--- config.mk ---
export PLATFORM = sky130hd
export DESIGN_NAME = mem_bus_arbiter
export DESIGN_NICKNAME = d
export VERILOG_FILES = /design/src/rtl/mem_bus_arbiter.sv
export SDC_FILE = /design/constraint.sdc
export NUM_CORES = 1
export LEC_CHECK = 0
export ABC_AREA = 1
export BUFFER_PORTS_ARGS = -buffer_cell sky130_fd_sc_hd__buf_4
export CAP_MARGIN = 20
export CORE_MARGIN = 1.5
export CORE_UTILIZATION = 40
export DETAILED_ROUTE_END_ITERATION = 16
export GPL_TIMING_DRIVEN = 0
export PLACE_DENSITY = 0.71
export SYNTH_ARGS = -nofsm -noshare
export SYNTH_HDL_FRONTEND = slang
export SYNTH_SLANG_ARGS = --single-unit
export TNS_END_PERCENT = 100
--- constraint.sdc ---
create_clock -name clk -period 2.4 [get_ports clk]
set_input_delay 0.48 -clock clk [delete_from_list [all_inputs] [get_ports clk]]
set_output_delay 0.48 -clock clk [all_outputs]
set_load 0.01 [all_outputs]
--- src/rtl/mem_bus_arbiter.sv ---
// Two-requester round-robin arbiter sharing one memory/MMIO slave port.
// Latency: grant 1 cycle after valid is sampled; ready pulse the cycle after s_ready
//          is sampled (2 cycles minimum, 3 cycles per transfer back-to-back).
// Backpressure: requesters hold valid until their ready pulse; the slave stalls by
//               withholding s_ready, bounded by TIMEOUT_CYCLES and then a bus-error reply.
//
// Ports:
//   clk, resetn                 clock, asynchronous active-low reset
//   m0_* / m1_*                 requester ports (valid/addr/wdata/wstrb in, ready/rdata out)
//   s_valid/s_addr/s_wdata/s_wstrb  registered request to the shared slave
//   s_ready/s_rdata             slave completion and read data
//   s_owner                     index of current/last granted requester
//   err_flag/err_addr/err_clear sticky timeout status, faulting address, clear strobe
module mem_bus_arbiter #(
  parameter int unsigned         DATA_W         = 32,
  parameter int unsigned         TIMEOUT_CYCLES = 255,
  parameter logic [DATA_W-1:0]   ERR_DATA       = 32'hDEAD_BEEF
) (
  input  logic              clk,
  input  logic              resetn,

  input  logic              m0_valid,
  input  logic [31:0]       m0_addr,
  input  logic [DATA_W-1:0] m0_wdata,
  input  logic [3:0]        m0_wstrb,
  output logic              m0_ready,
  output logic [DATA_W-1:0] m0_rdata,

  input  logic              m1_valid,
  input  logic [31:0]       m1_addr,
  input  logic [DATA_W-1:0] m1_wdata,
  input  logic [3:0]        m1_wstrb,
  output logic              m1_ready,
  output logic [DATA_W-1:0] m1_rdata,

  output logic              s_valid,
  output logic [31:0]       s_addr,
  output logic [DATA_W-1:0] s_wdata,
  output logic [3:0]        s_wstrb,
  input  logic              s_ready,
  input  logic [DATA_W-1:0] s_rdata,

  output logic              s_owner,
  output logic              err_flag,
  output logic [31:0]       err_addr,
  input  logic              err_clear
);

  localparam int unsigned      CNT_W    = $clog2(TIMEOUT_CYCLES + 1);
  localparam logic [CNT_W-1:0] CNT_LAST = CNT_W'(TIMEOUT_CYCLES - 1);

  typedef enum logic [1:0] {
    ST_IDLE = 2'd0,
    ST_BUSY = 2'd1,
    ST_RESP = 2'd2
  } state_t;

  state_t            state_q;
  logic              s_valid_q;
  logic [31:0]       s_addr_q;
  logic [DATA_W-1:0] s_wdata_q;
  logic [3:0]        s_wstrb_q;
  logic              s_owner_q;
  logic              last_grant_q;
  logic [CNT_W-1:0]  cnt_q;
  logic              m0_ready_q;
  logic              m1_ready_q;
  logic [DATA_W-1:0] m0_rdata_q;
  logic [DATA_W-1:0] m1_rdata_q;
  logic              err_flag_q;
  logic [31:0]       err_addr_q;

  // Arbitration and request selection (only consumed in IDLE).
  logic              grant_vld_d;
  logic              grant_d;
  logic [31:0]       req_addr_d;
  logic [DATA_W-1:0] req_wdata_d;
  logic [3:0]        req_wstrb_d;

  // Completion of the transfer in BUSY: slave answer or timeout.
  logic              timeout_d;
  logic              rsp_fire_d;
  logic [DATA_W-1:0] rsp_dat_d;

  always_comb begin
    grant_vld_d = m0_valid | m1_valid;
    // On a tie the requester that did not win last time gets the port;
    // otherwise whichever one is asking (m0 when only m0 is valid).
    if (m0_valid && m1_valid) begin
      grant_d = ~last_grant_q;
    end else begin
      grant_d = m1_valid;
    end
    req_addr_d  = grant_d ? m1_addr  : m0_addr;
    req_wdata_d = grant_d ? m1_wdata : m0_wdata;
    req_wstrb_d = grant_d ? m1_wstrb : m0_wstrb;
  end

  always_comb begin
    // s_ready wins over the timeout if both land in the same cycle.
    timeout_d  = !s_ready && (cnt_q == CNT_LAST);
    rsp_fire_d = s_ready || timeout_d;
    rsp_dat_d  = s_ready ? s_rdata : ERR_DATA;
  end

  always_ff @(posedge clk or negedge resetn) begin
    if (!resetn) begin
      state_q      <= ST_IDLE;
      s_valid_q    <= 1'b0;
      s_addr_q     <= '0;
      s_wdata_q    <= '0;
      s_wstrb_q    <= '0;
      s_owner_q    <= 1'b0;
      last_grant_q <= 1'b1;  // makes m0 win the first tie
      cnt_q        <= '0;
      m0_ready_q   <= 1'b0;
      m1_ready_q   <= 1'b0;
      m0_rdata_q   <= '0;
      m1_rdata_q   <= '0;
      err_flag_q   <= 1'b0;
      err_addr_q   <= '0;
    end else begin
      // Ready is a one-cycle pulse: default low, raised only on completion.
      m0_ready_q <= 1'b0;
      m1_ready_q <= 1'b0;

      // A timeout in the same cycle overrides this clear further down.
      if (err_clear) begin
        err_flag_q <= 1'b0;
      end

      case (state_q)
        ST_IDLE: begin
          if (grant_vld_d) begin
            s_addr_q     <= req_addr_d;
            s_wdata_q    <= req_wdata_d;
            s_wstrb_q    <= req_wstrb_d;
            s_owner_q    <= grant_d;
            last_grant_q <= grant_d;
            cnt_q        <= '0;
            s_valid_q    <= 1'b1;
            state_q      <= ST_BUSY;
          end
        end

        ST_BUSY: begin
          if (rsp_fire_d) begin
            if (s_owner_q) begin
              m1_rdata_q <= rsp_dat_d;
              m1_ready_q <= 1'b1;
            end else begin
              m0_rdata_q <= rsp_dat_d;
              m0_ready_q <= 1'b1;
            end
            if (timeout_d) begin
              err_flag_q <= 1'b1;
              err_addr_q <= s_addr_q;
            end
            s_valid_q <= 1'b0;
            state_q   <= ST_RESP;
          end else begin
            cnt_q <= cnt_q + 1'b1;
          end
        end

        ST_RESP: begin
          // Ready pulse is visible this cycle; it drops by default above.
          state_q <= ST_IDLE;
        end

        default: begin
          s_valid_q <= 1'b0;
          state_q   <= ST_IDLE;
        end
      endcase
    end
  end

  assign s_valid  = s_valid_q;
  assign s_addr   = s_addr_q;
  assign s_wdata  = s_wdata_q;
  assign s_wstrb  = s_wstrb_q;
  assign s_owner  = s_owner_q;
  assign m0_ready = m0_ready_q;
  assign m1_ready = m1_ready_q;
  assign m0_rdata = m0_rdata_q;
  assign m1_rdata = m1_rdata_q;
  assign err_flag = err_flag_q;
  assign err_addr = err_addr_q;

endmodule

Yosys cells after proc, flatten, opt, wreduce, memory -nomap -nowiden
Cells that the tools add are included. Widths: inputs -> output; s select.

Register bits after elaboration: 180. Output and inout bits: 169. Logic and storage cells: 62.

$add $sub $neg: 1. Equal/unequal tests: 6. Mux-type cells: 24. Bitwise operators: 4. Reduce and logical (&&, ||, !) cells: 13.

Operators by type and width (count): $mux 32 (3); $mux 8 (2); $pmux 8 s2 (1); $reduce_and 3->1 (5); $mux 1 (13); $add 8x1->8 const B (1); $eq 8x8->1 const B (1); $ne 2x2->1 const B (3); $mux 2 (2); $mux 4 (1); $pmux 2 s2 (1); $reduce_and 2->1 (2); $not 1->1 (3); $pmux 1 s3 (1); $eq 2x1->1 const B (1); $eq 2x2->1 const B (1); $logic_and 1x1->1 (2); $logic_not 2->1 (1); $reduce_bool 2->1 (1); $logic_not 1->1 (1); $logic_or 1x1->1 (1); $or 1x1->1 (1).

Longest topological paths before layout
Depth after elaboration: 5. Depth in mapped cells: 11. Gate-level depth less buffers: 9.

Worst setup path after synthesis
Ideal clock, no wire load.

Path kind: reg-to-reg. From: reg cnt_q[0]. To: reg m1_rdata_q[24] (netlist: m1_rdata[24]). Setup time: 130 ps. Data arrival time: 1368 ps. Data required time: 2270 ps. Setup slack: 901 ps. Cell stages (with the launch flop): 12. Path buffers: 2. Period minus slack after synthesis: 1499 ps. Cell sequence: dfrtp_1 > inv_1 > ha_1 > inv_1 > nor2_1 > nand2_2 > nand2_4 > nand3_2 > buf_6 > buf_6 > nand2_1 > o21ai_1.

Word-level cells in the longest chain between the ends: 4.

Ends and longest elaborated chain: from (decl) (RTL line 65) `logic [CNT_W-1:0] cnt_q;`; from (signal assigned) (RTL line 162) `cnt_q <= cnt_q + 1'b1;`; $eq 8x8->1 (RTL line 101) `timeout_d = !s_ready && (cnt_q == CNT_LAST);`; $logic_and 1x1->1 (RTL line 101); $logic_or 1x1->1 (RTL line 102) `rsp_fire_d = s_ready || timeout_d;`; $reduce_and 3->1 (no source line); to (signal assigned) (RTL line 149) `m1_rdata_q <= rsp_dat_d;`; to (decl) (RTL line 69) `logic [DATA_W-1:0] m1_rdata_q;`.

Every way passes these cells. A chain may end at the register's enable or synchronous reset.

Final worst setup path
From: reg last_grant_q. To: reg s_addr_q[20] (netlist: s_addr[20]).

Word-level cells in the longest chain between the ends: 3.

Ends and longest elaborated chain: from (decl) (RTL line 64) `logic last_grant_q;`; from (signal assigned) (RTL line 139) `last_grant_q <= grant_d;`; $not 1->1 (RTL line 90) `grant_d = ~last_grant_q;`; $mux 1 (RTL line 89) `if (m0_valid && m1_valid) begin`; $mux 32 (RTL line 94) `req_addr_d = grant_d ? m1_addr : m0_addr;`; to (signal assigned) (RTL line 135) `s_addr_q <= req_addr_d;`; to (decl) (RTL line 60) `logic [31:0] s_addr_q;`.

Every way passes these cells.

==> out/qor.yml <==
status: "completed"
path_class: "reg -> reg"
syn-instance-count: 827
dp_cells: 1403
grt_pass1_wl_um: 37880
final_common_cell: "buf_4"
power_density_nw_per_um2: 1184
clk_latency_ns: 0.43
cts_buffers: 17
clkTransAtPathRegs_ns: 0.07
p_leak_uw: 0.005638
fin_cells: 1434
hp-class: "in -> async"
core-area_sq_um: 18770
crit_path_max_fanout: 10
synth_nets: 1003
end_kind: "flop"
drive_gt1_share_pct: 38.83
worst_pin_slew_ns: 0.6262
grt_pass1_vias: 7042
avgSynthCellArea_sq_um: 9.317
setup_viol_count_final: 0
portBuffers: 341
yosysSeqAreaShare_pct: 58.48
maxCapViolCount: 0
vias: 7092
synth.distinct_cells: 28
grt_use_total_pct: 24.61
viasPerCell: 4.946
pre_cts_ws_ns: 0.3902
fmax_ghz: 0.5358
drtAntennaViolNets: 0
cp-start-kind: "flop"
max-vdd-ir-drop_mv: 0.5249
final_cell_mix: "buf_4, dfrtp_1, nand2_1"
holdBufCountCts: 0
drt-initial-drc-count: 342
die_area_sq_um: 20100
antenna_found_initial: 0
numClockSinks: 180
dp_hpwl_um: 18880
cts_tree: "built"
layout.nets: 1364
required_ns: 2.71
cts_max_path_buffers: 2
slew_viol_final: 0
overflow: 0
wl_per_cell_um: 17.16
relSlewSlack_pct: 58.25
period_minus_slack_ns: 1.866
grt_max_degree: 104
wl_um: 24610
fin_crit_sh_pct: 77.77
num_antenna_cells: 0
rows: 50
critPathArrivalTime_ns: 2.17
fin_ws_ns: 0.5336
area.growth.synth_to_final_pct: 45.18
hold_viol: 0
first_pass_iters: 5
fill_cells: 1745
post_cts_buffers: 0
die_y_um: 141.8
ys_seq_elements: 180
htree_levels: 4
cts-root-buf: "clkbuf_16"
skew_ns: 0.008976
synth_area_sq_um: 7705
rsz0062_at_grt: "no"
yosysWarnings: 0
initial_core_util_pct: 41.05
io_pins: 343
drc: 0
gp_congestion: 0.8287
dieWidth_um: 141.8
cts_resized: 0
-- routing by layer --
metal / track usage (%) / share of wire [%] / vias to the layer above
met2: 41.18 / 48 / 297
met5: 0 / 0 / -
met1: 28.60 / 39 / 3303
li1: - / - / 3446
met4: 11.56 / 3.8 / 0
met3: 8.134 / 9.1 / 46
-- critical path: stages (launching register included) --
cell and delay [ns]:
dfstp_2 0.54, nand2_1 0.05, nand2_1 0.20, inv_2 0.14, clkbuf_2 0.21, clkbuf_1 0.28
o21ai_0 0.22, o22ai_1 0.09
-- cells by family (layout without fill, tap and decap cells) --
logic type      after synthesis  after routing  synth area share (%)
simple gates                301            301                 15.61
fa+ha+maj                     2              2                0.3247
flops                       180            180                 58.48
buf+inv                     103            476                 6.950
compound gates              241            241                 18.64
-- cell usage after synthesis --
master / instances / share of area, %
nor2_1: 104 / 5.1
nand3_2: 3 / 0.39
o21ai_1: 68 / 4.4
nor3_2: 1 / 0.13
nor2_4: 1 / 0.15
o21ai_2: 50 / 5.7
buf_4: 2 / 0.19
buf_2: 10 / 0.65
clkbuf_2: 1 / 0.065
nor3_1: 1 / 0.065
inv_2: 3 / 0.15
o22ai_1: 32 / 2.6
ha_1: 2 / 0.32
nand3b_1: 1 / 0.097
clkbuf_1: 23 / 1.1
nand4_1: 1 / 0.081
nand2_2: 3 / 0.24
nor3b_1: 1 / 0.097
buf_6: 17 / 2.5
nor2_2: 1 / 0.081
o21bai_1: 1 / 0.097
inv_1: 47 / 2.3
nand3_1: 9 / 0.58
nand2_4: 1 / 0.15
o21ai_0: 90 / 5.8
nand2_1: 174 / 8.5
dfstp_2: 1 / 0.34
dfrtp_1: 179 / 58
-- path summary, 6_finish.rpt --
kind / slack (ns) / cells after the start / from / end
max in group asynchronous: 1.46 / 2 / resetn / last_grant_q$_DFFE_PN1P_
min in group clk: 0.23 / 2 / err_clear / err_flag$_DFF_PN0_
hold reg to reg: 0.47 / 2 / s_valid$_DFFE_PN0P_ / s_valid$_DFFE_PN0P_
setup / recovery: 0.53 / 7 / last_grant_q$_DFFE_PN1P_ / s_addr[20]$_DFFE_PN0P_
hold / removal: 0.004 / 1 / resetn / m0_rdata[18]$_DFFE_PN0P_
setup reg to reg: 0.53 / 7 / last_grant_q$_DFFE_PN1P_ / s_addr[20]$_DFFE_PN0P_
-- area by class of cell --
| type | count | area (sq um) | share of cell area [%] |
|---|---|---|---|
| flip-flops and latches | 180 | 4506 | 40.28 |
| multi-input cells | 544 | 2664 | 23.81 |
| repair buffers | 342 | 2595 | 23.20 |
| clock buffers | 18 | 429.2 | 3.837 |
| plain buffers | 53 | 347.8 | 3.110 |
| well taps | 234 | 292.8 | 2.617 |
| inverters | 50 | 187.7 | 1.678 |
| clock inverters | 13 | 163.9 | 1.465 |
-- power breakdown --
group / switching (uW) / leakage, uW / internal, uW
registers: 682 / 0.00227 / 4200
clock network: 1280 / 0.000286 / 1570
logic: 2970 / 0.00308 / 2540
-- per-stage QoR --
stage	area, sq um	hold WS (ns)	setup TNS, ns	utilization [%]	total power (uW)
final	11190	0.003770	0	59.60	13250
after global routing	11190	0.06096	0	59.60	14060
after CTS	11190	0.03819	0	59.60	13360
after detailed placement	10590	0.4596	0	56.44	10490
after global placement	10560	0.4568	-51.87	56.25	10380
after floorplan	7705	0.1844	0	-	7581
-- registers in the layout, indices dropped and copies added, names as in the netlist --
register / cells
err_addr: 32
m0_rdata: 32
m1_rdata: 32
s_addr: 32
s_wdata: 32
cnt_q: 8
s_wstrb: 4
state_q: 2
err_flag: 1
last_grant_q: 1
m0_ready: 1
m1_ready: 1
s_owner: 1
s_valid: 1
Note: power is estimated with default switching activity, not from simulation.
